`src/rtl/seq_stream_gen_if.sv`:
```
// seq_stream_gen_if
//   Bundles the load request and the serial stream / golden-model outputs of
//   seq_stream_gen. Clock and reset are not part of the bundle.
//   Signals:
//     start      load request (consumer -> generator)
//     data       word to emit, captured with start
//     x          serial stream bit
//     x_valid    x carries a stream bit this cycle
//     busy       burst in progress
//     done       one-cycle pulse after the last bit
//     exp_detect golden-model match on the current bit (combinational)
//     exp_count  registered number of matches since the last start
//   Modports: master = side that requests bursts, slave = the generator.
interface seq_stream_gen_if #(
   parameter int DATA_W = 16,
   parameter int CNT_W  = 5
);
   logic              start;
   logic [DATA_W-1:0] data;
   logic              x;
   logic              x_valid;
   logic              busy;
   logic              done;
   logic              exp_detect;
   logic [CNT_W-1:0]  exp_count;

   modport master (
      output start, data,
      input  x, x_valid, busy, done, exp_detect, exp_count
   );

   modport slave (
      input  start, data,
      output x, x_valid, busy, done, exp_detect, exp_count
   );
endinterface

```
`src/rtl/seq_stream_gen.sv`:
```
// seq_stream_gen
//   Serial bit-stream generator feeding a Mealy sequence detector. A loaded
//   word is shifted out MSB-first, one bit per clock, while a built-in golden
//   model flags every overlapping occurrence of PAT in the emitted stream.
//   Optional feature macro: SEQ_GEN_LOOP_EN (adds the loop input, which
//   re-emits the captured word back-to-back while keeping match history).
//   Ports:
//     clk    single clock, rising edge
//     reset  synchronous, active-high
//     loop   (SEQ_GEN_LOOP_EN only) repeat word, sampled at the last bit
//     bus    seq_stream_gen_if.slave: start/data in, stream + model out
module seq_stream_gen #(
   parameter int               DATA_W = 16,
   parameter int               PAT_W  = 4,
   parameter logic [PAT_W-1:0] PAT    = 4'b1011,
   parameter int               CNT_W  = 5
) (
   input logic             clk,
   input logic             reset,
`ifdef SEQ_GEN_LOOP_EN
   input logic             loop,
`endif
   seq_stream_gen_if.slave bus
);
   localparam int BIT_W  = (DATA_W > 1) ? $clog2(DATA_W) : 1;
   localparam int FILL_W = $clog2(PAT_W);
   localparam logic [FILL_W-1:0] FILL_MAX = FILL_W'(PAT_W - 1);

   typedef enum logic [1:0] {IDLE, SHIFT, DONE} state_t;

   state_t             state_q;
   logic [DATA_W-1:0]  sreg_q;
   logic [BIT_W-1:0]   bit_cnt_q;
   logic [PAT_W-2:0]   hist_q;
   logic [FILL_W-1:0]  fill_q;
   logic [CNT_W-1:0]   count_q;
   logic               x_valid_q;
   logic               busy_q;
   logic               done_q;
`ifdef SEQ_GEN_LOOP_EN
   logic [DATA_W-1:0]  word_q;    // captured word, reloaded on loop
`endif

   logic               x_d;
   logic [PAT_W-1:0]   window_d;  // previous PAT_W-1 bits followed by current bit
   logic               detect_d;

   always_comb begin
      x_d      = x_valid_q & sreg_q[DATA_W-1];
      window_d = {hist_q, x_d};
      detect_d = x_valid_q && (fill_q == FILL_MAX) && (window_d == PAT);
   end

   always_ff @(posedge clk) begin
      if (reset) begin
         state_q   <= IDLE;
         sreg_q    <= '0;
         bit_cnt_q <= '0;
         hist_q    <= '0;
         fill_q    <= '0;
         count_q   <= '0;
         x_valid_q <= 1'b0;
         busy_q    <= 1'b0;
         done_q    <= 1'b0;
`ifdef SEQ_GEN_LOOP_EN
         word_q    <= '0;
`endif
      end else begin
         case (state_q)
            IDLE: begin
               done_q <= 1'b0;
               if (bus.start) begin
                  sreg_q    <= bus.data;
`ifdef SEQ_GEN_LOOP_EN
                  word_q    <= bus.data;
`endif
                  bit_cnt_q <= BIT_W'(DATA_W - 1);
                  hist_q    <= '0;
                  fill_q    <= '0;
                  count_q   <= '0;
                  x_valid_q <= 1'b1;
                  busy_q    <= 1'b1;
                  state_q   <= SHIFT;
               end
            end
            SHIFT: begin
               // History is never cleared on a match, so overlaps are found.
               hist_q <= window_d[PAT_W-2:0];
               if (fill_q != FILL_MAX)
                  fill_q <= fill_q + 1'b1;
               if (detect_d && (count_q != {CNT_W{1'b1}}))
                  count_q <= count_q + 1'b1;
               if (bit_cnt_q == '0) begin
`ifdef SEQ_GEN_LOOP_EN
                  if (loop) begin
                     // Seamless repeat: history, fill and count carry over.
                     sreg_q    <= word_q;
                     bit_cnt_q <= BIT_W'(DATA_W - 1);
                  end else
`endif
                  begin
                     x_valid_q <= 1'b0;
                     busy_q    <= 1'b0;
                     done_q    <= 1'b1;
                     state_q   <= DONE;
                  end
               end else begin
                  sreg_q    <= {sreg_q[DATA_W-2:0], 1'b0};
                  bit_cnt_q <= bit_cnt_q - 1'b1;
               end
            end
            DONE: begin
               done_q  <= 1'b0;
               state_q <= IDLE;
            end
            default: state_q <= IDLE;
         endcase
      end
   end

   assign bus.x          = x_d;
   assign bus.x_valid    = x_valid_q;
   assign bus.busy       = busy_q;
   assign bus.done       = done_q;
   assign bus.exp_detect = detect_d;
   assign bus.exp_count  = count_q;
endmodule

```
`src/flat_wrapper.sv`:
```
// flat-port wrapper written by rule: the top's interface ports become plain ports
module seq_stream_gen_flat 
#(
   parameter int               DATA_W = 16,
   parameter int               PAT_W  = 4,
   parameter logic [PAT_W-1:0] PAT    = 4'b1011,
   parameter int               CNT_W  = 5
)
  (clk, reset, bus_start, bus_data, bus_x, bus_x_valid, bus_busy, bus_done, bus_exp_detect, bus_exp_count);
  seq_stream_gen_if #(.DATA_W(DATA_W), .CNT_W(CNT_W)) bus_i ();
  input logic clk;
  input logic reset;
  input wire logic [$bits(bus_i.start)-1:0] bus_start;
  input wire logic [$bits(bus_i.data)-1:0] bus_data;
  output wire logic [$bits(bus_i.x)-1:0] bus_x;
  output wire logic [$bits(bus_i.x_valid)-1:0] bus_x_valid;
  output wire logic [$bits(bus_i.busy)-1:0] bus_busy;
  output wire logic [$bits(bus_i.done)-1:0] bus_done;
  output wire logic [$bits(bus_i.exp_detect)-1:0] bus_exp_detect;
  output wire logic [$bits(bus_i.exp_count)-1:0] bus_exp_count;
  assign bus_i.start = bus_start;
  assign bus_i.data = bus_data;
  assign bus_x = bus_i.x;
  assign bus_x_valid = bus_i.x_valid;
  assign bus_busy = bus_i.busy;
  assign bus_done = bus_i.done;
  assign bus_exp_detect = bus_i.exp_detect;
  assign bus_exp_count = bus_i.exp_count;
  seq_stream_gen #(.DATA_W(DATA_W), .PAT_W(PAT_W), .PAT(PAT), .CNT_W(CNT_W)) u_core (.clk(clk), .reset(reset), .bus(bus_i));
endmodule
```
`config.mk`:
```
export PLATFORM = sky130hd
export DESIGN_NAME = seq_stream_gen_flat
export DESIGN_NICKNAME = d
export VERILOG_FILES = /design/src/rtl/seq_stream_gen_if.sv /design/src/rtl/seq_stream_gen.sv /design/src/flat_wrapper.sv
export SDC_FILE = /design/constraint.sdc
export NUM_CORES = 1
export LEC_CHECK = 0
export ABC_AREA = 1
export BUFFER_PORTS_ARGS = -buffer_cell sky130_fd_sc_hd__buf_2
export CORE_MARGIN = 8
export CORE_UTILIZATION = 57
export CTS_BUF_LIST = sky130_fd_sc_hd__clkbuf_8
export DETAILED_ROUTE_END_ITERATION = 7
export PLACE_DENSITY = 0.81
export SLEW_MARGIN = 20
export SYNTH_ARGS = -nofsm -noshare
export SYNTH_HDL_FRONTEND = slang
export SYNTH_SLANG_ARGS = --single-unit
```
`constraint.sdc`:
```
create_clock -name clk -period 1.8 [get_ports clk]
set_input_delay 0.09 -clock clk [delete_from_list [all_inputs] [get_ports clk]]
set_output_delay 0.09 -clock clk [all_outputs]
set_load 0.005 [all_outputs]
```
==> qor.txt <==
Die Ht: 69.7 um
Commonest cells post-synth: nand2_1, nor2_1, dfxtp_1, a21oi_1, inv_1
Gate power share: 21.5%
EDFF count, synth: 0
CTS tree: yes
cell area after synthesis: 0.00165 sq mm
clock sinks: 34
met1 Track Usage GR: 16.5%
synthesized area per cell: 6.58 sq um
met3 usage: 4.15%
post-cts sizing count: 0
area leader, netlist: dfxtp_1
Synth Area in Simple Gates: 35.8%
post-synth top area share: 41.4%
Largest stage delay, worst path: 0.33 ns
Max clock buf depth: 2
Die ar.: 0.00486 sq mm
flop-to-flop setup slack: 0.29 ns
max-cap viol count: 0
Area Overhead vs Synth: 15.4%
DRC Markers: 0
largest net degree at the start of global routing: 22
RR Startpoint: u_core.bus.exp_count[0]$_SDFFE_PP0P_
period utilization: 84.1%
mux cell area share after synthesis: 0%
per-cell routed wire length: 11.2 um
Core ar.: 0.00276 sq mm
clock power share: 33.0%
RSZ-0062 raised after global routing: false
largest family of logic cells by synthesized area: simple AND/OR/NAND/NOR gates
initial core utilization: 59.7%
Leak: 0.942 nW
Synth warnings: 0
most frequent cell after synthesis: nand2_1
ANT nets after route: 0
Worst-Skew Late Latency: 0.28 ns
sequence of cells on the critical path: ha_1 -> nand2_1 -> nor2_1 -> ha_1 -> nor2_1 -> nand3_2 -> a21oi_1 -> nor2_1
Async SR Flop Fraction: 0%
xor/xnor share of the synthesized area: 0%
post-CTS setup buffers: 0
Worst Hold Depth: 3
Top FF cell, synth: dfxtp_1
CP max-delay cell: dfxtp_1
Synth Area in Adders: 3.04%
# diodes: 0
power density over cell area: 1040 mW/mm^2
H-Tree Depth: 2
IO buf count: 28
Crit path arrival time: 1.69 ns
final hold slack: 0.0585 ns
outcome: complete, no violations
Clock transition at path regs: 0.07 ns
Tmin final: 1.51 ns
Root Buffer: clkbuf_8
final core occ: 68.8%
Clock Skew: 0.00399 ns
DRT iter0 DRCs: 76
Hold Path Class: input port to flop
via count: 1597
Psw: 0.000580 W
WHS Endpoint: u_core.sreg_q[0]$_SDFFE_PP0P_
startpoint types: flop
Overflow after GRT: 0
width of the die: 69.7 um
worst relative slew slack: 74.3%
Placer Congestion: 0.785
TritonCTS buffer count: 5
post-synthesis register bit count: 34
final wirelength: 3.47 mm
final setup fails: 0
layer with the highest usage: met2
reg2reg end: u_core.bus.exp_count[2]$_SDFFE_PP0P_
GR Util All Layers: 14.1%
beginning of the worst hold path: bus_data[0]
Placement Setup Slack: 0.298 ns
final hold vios: 0
post-synthesis cell count: 250
Top-Level Pins: 29
layout cells sized above 1: 18.0%
vias in the first global route: 1422
num rows: 19
Final Net Count: 300
crit path kind: flop to flop
hold_buf cts: 0
DRT Pass-1 Iters: 4
setup ws final: 0.285 ns
Syn Nets: 273
Max FO, Critical Path: 10
post-synthesis sequential area ratio: 41.4%
first-pass GRT wire length: 5.88 mm
Synth Area in Compound Gates: 11.6%
DR vias/cell: 5.17
Reg power frac: 45.5%
Post-DP HPWL: 2.36 mm
max-slew violation count: 0
setup TNS: 0 ns
Fmax: 660 MHz
met2 usage: 23.4%
IR drop worst, VDD: 0.938 mV
Reg2Reg Depth: 8
crit end category: flop
Sw Share: 29.5%
antenna violations before repair: 0
CP required: 1.97 ns
Internal: 0.00139 W
Crit path top cell by count: nor2_1
post-synth cell types: 24
Worst-Margin Slew: 0.386 ns
Synth area leaders: dfxtp_1, nand2_1, nor2_1
==> worst max-delay path: cells and delay by family, from the launching register on <==
kind | cells | cell delay, ns
compound gates | 1 | 0.19
flops | 1 | 0.33
fa+ha+maj | 2 | 0.38
simple gates | 5 | 0.51
==> layout make-up <==
class | instances | area (sq um)
multi-input cells | 186 | 831
well taps | 31 | 38.8
fillers | 233 | 860
inverters | 18 | 67.6
clock buffers | 8 | 110
repair buffers | 32 | 170
flip-flops and latches | 34 | 681
==> cells in the final DEF, fill, tap and decap left out <==
master	instances
o21ai_0	10
nor2_2	1
nand2_1	77
nand3_2	1
nand4_1	1
nand2_4	1
buf_2	28
buf_4	4
nor3b_1	1
a21oi_1	17
inv_2	3
clkbuf_8	8
a21oi_2	1
inv_1	15
nand3_1	10
dfxtp_1	34
or2_2	1
nor4_1	1
o21ai_1	8
nor2_1	49
o211ai_1	1
ha_1	4
nand2_2	2
==> kinds of logic (layout without fill, tap and decap cells) <==
logic type / after synthesis / count (layout)
compound gates: 37 / 37
simple gates: 145 / 145
fa+ha+maj: 4 / 4
buf+inv: 30 / 58
flops: 34 / 34
==> per-layer routing <==
metal	part of all wire, %	vias up
met5	0	-
met2	46	46
li1	-	839
met4	0.89	0
met1	48	708
met3	5.1	4
==> flip-flops by register name (all words and copies together) (netlist names) <==
signal / cells
u_core.bit_cnt_q: 4
u_core.bus.done: 1
u_core.bus.exp_count: 5
u_core.bus.x_valid: 1
u_core.fill_q: 2
u_core.hist_q: 3
u_core.sreg_q: 16
u_core.state_q: 2
==> power groups by stage <==
stage	Clock (W)	Combinational [W]	Sequential [W]
2_1_floorplan	0	0.000334	0.000901
3_3_place_gp	0	0.000412	0.000909
3_5_place_dp	0	0.000421	0.000910
4_1_cts	0.000662	0.000426	0.000894
5_1_grt	0.000692	0.000486	0.000906
6_report	0.000649	0.000423	0.000895
==> metrics by stage <==
| step | instances | cell area (sq um) | power [W] |
|---|---|---|---|
| finish | 309 | 1900 | 0.00197 |
| global route | 309 | 1900 | 0.00208 |
| CTS | 309 | 1900 | 0.00198 |
| detailed placement | 301 | 1790 | 0.00133 |
| global placement | 301 | 1790 | 0.00132 |
| floorplan | 250 | 1650 | 0.00123 |
==> worst max path at each step <==
stage / startpoint / endpoint / slack, ns
after floorplan: u_core.bus.exp_count[0]$_SDFFE_PP0P_ / u_core.bus.exp_count[1]$_SDFFE_PP0P_ / 0.41
after global placement: u_core.bus.exp_count[0]$_SDFFE_PP0P_ / u_core.bus.exp_count[1]$_SDFFE_PP0P_ / 0.34
after detailed placement: u_core.bus.exp_count[0]$_SDFFE_PP0P_ / u_core.bus.exp_count[2]$_SDFFE_PP0P_ / 0.30
after CTS: u_core.bus.exp_count[0]$_SDFFE_PP0P_ / u_core.bus.exp_count[2]$_SDFFE_PP0P_ / 0.29
after global routing: u_core.bus.exp_count[0]$_SDFFE_PP0P_ / u_core.bus.exp_count[1]$_SDFFE_PP0P_ / 0.11
final: u_core.bus.exp_count[0]$_SDFFE_PP0P_ / u_core.bus.exp_count[2]$_SDFFE_PP0P_ / 0.29
Power figures use the tool's default switching activity.
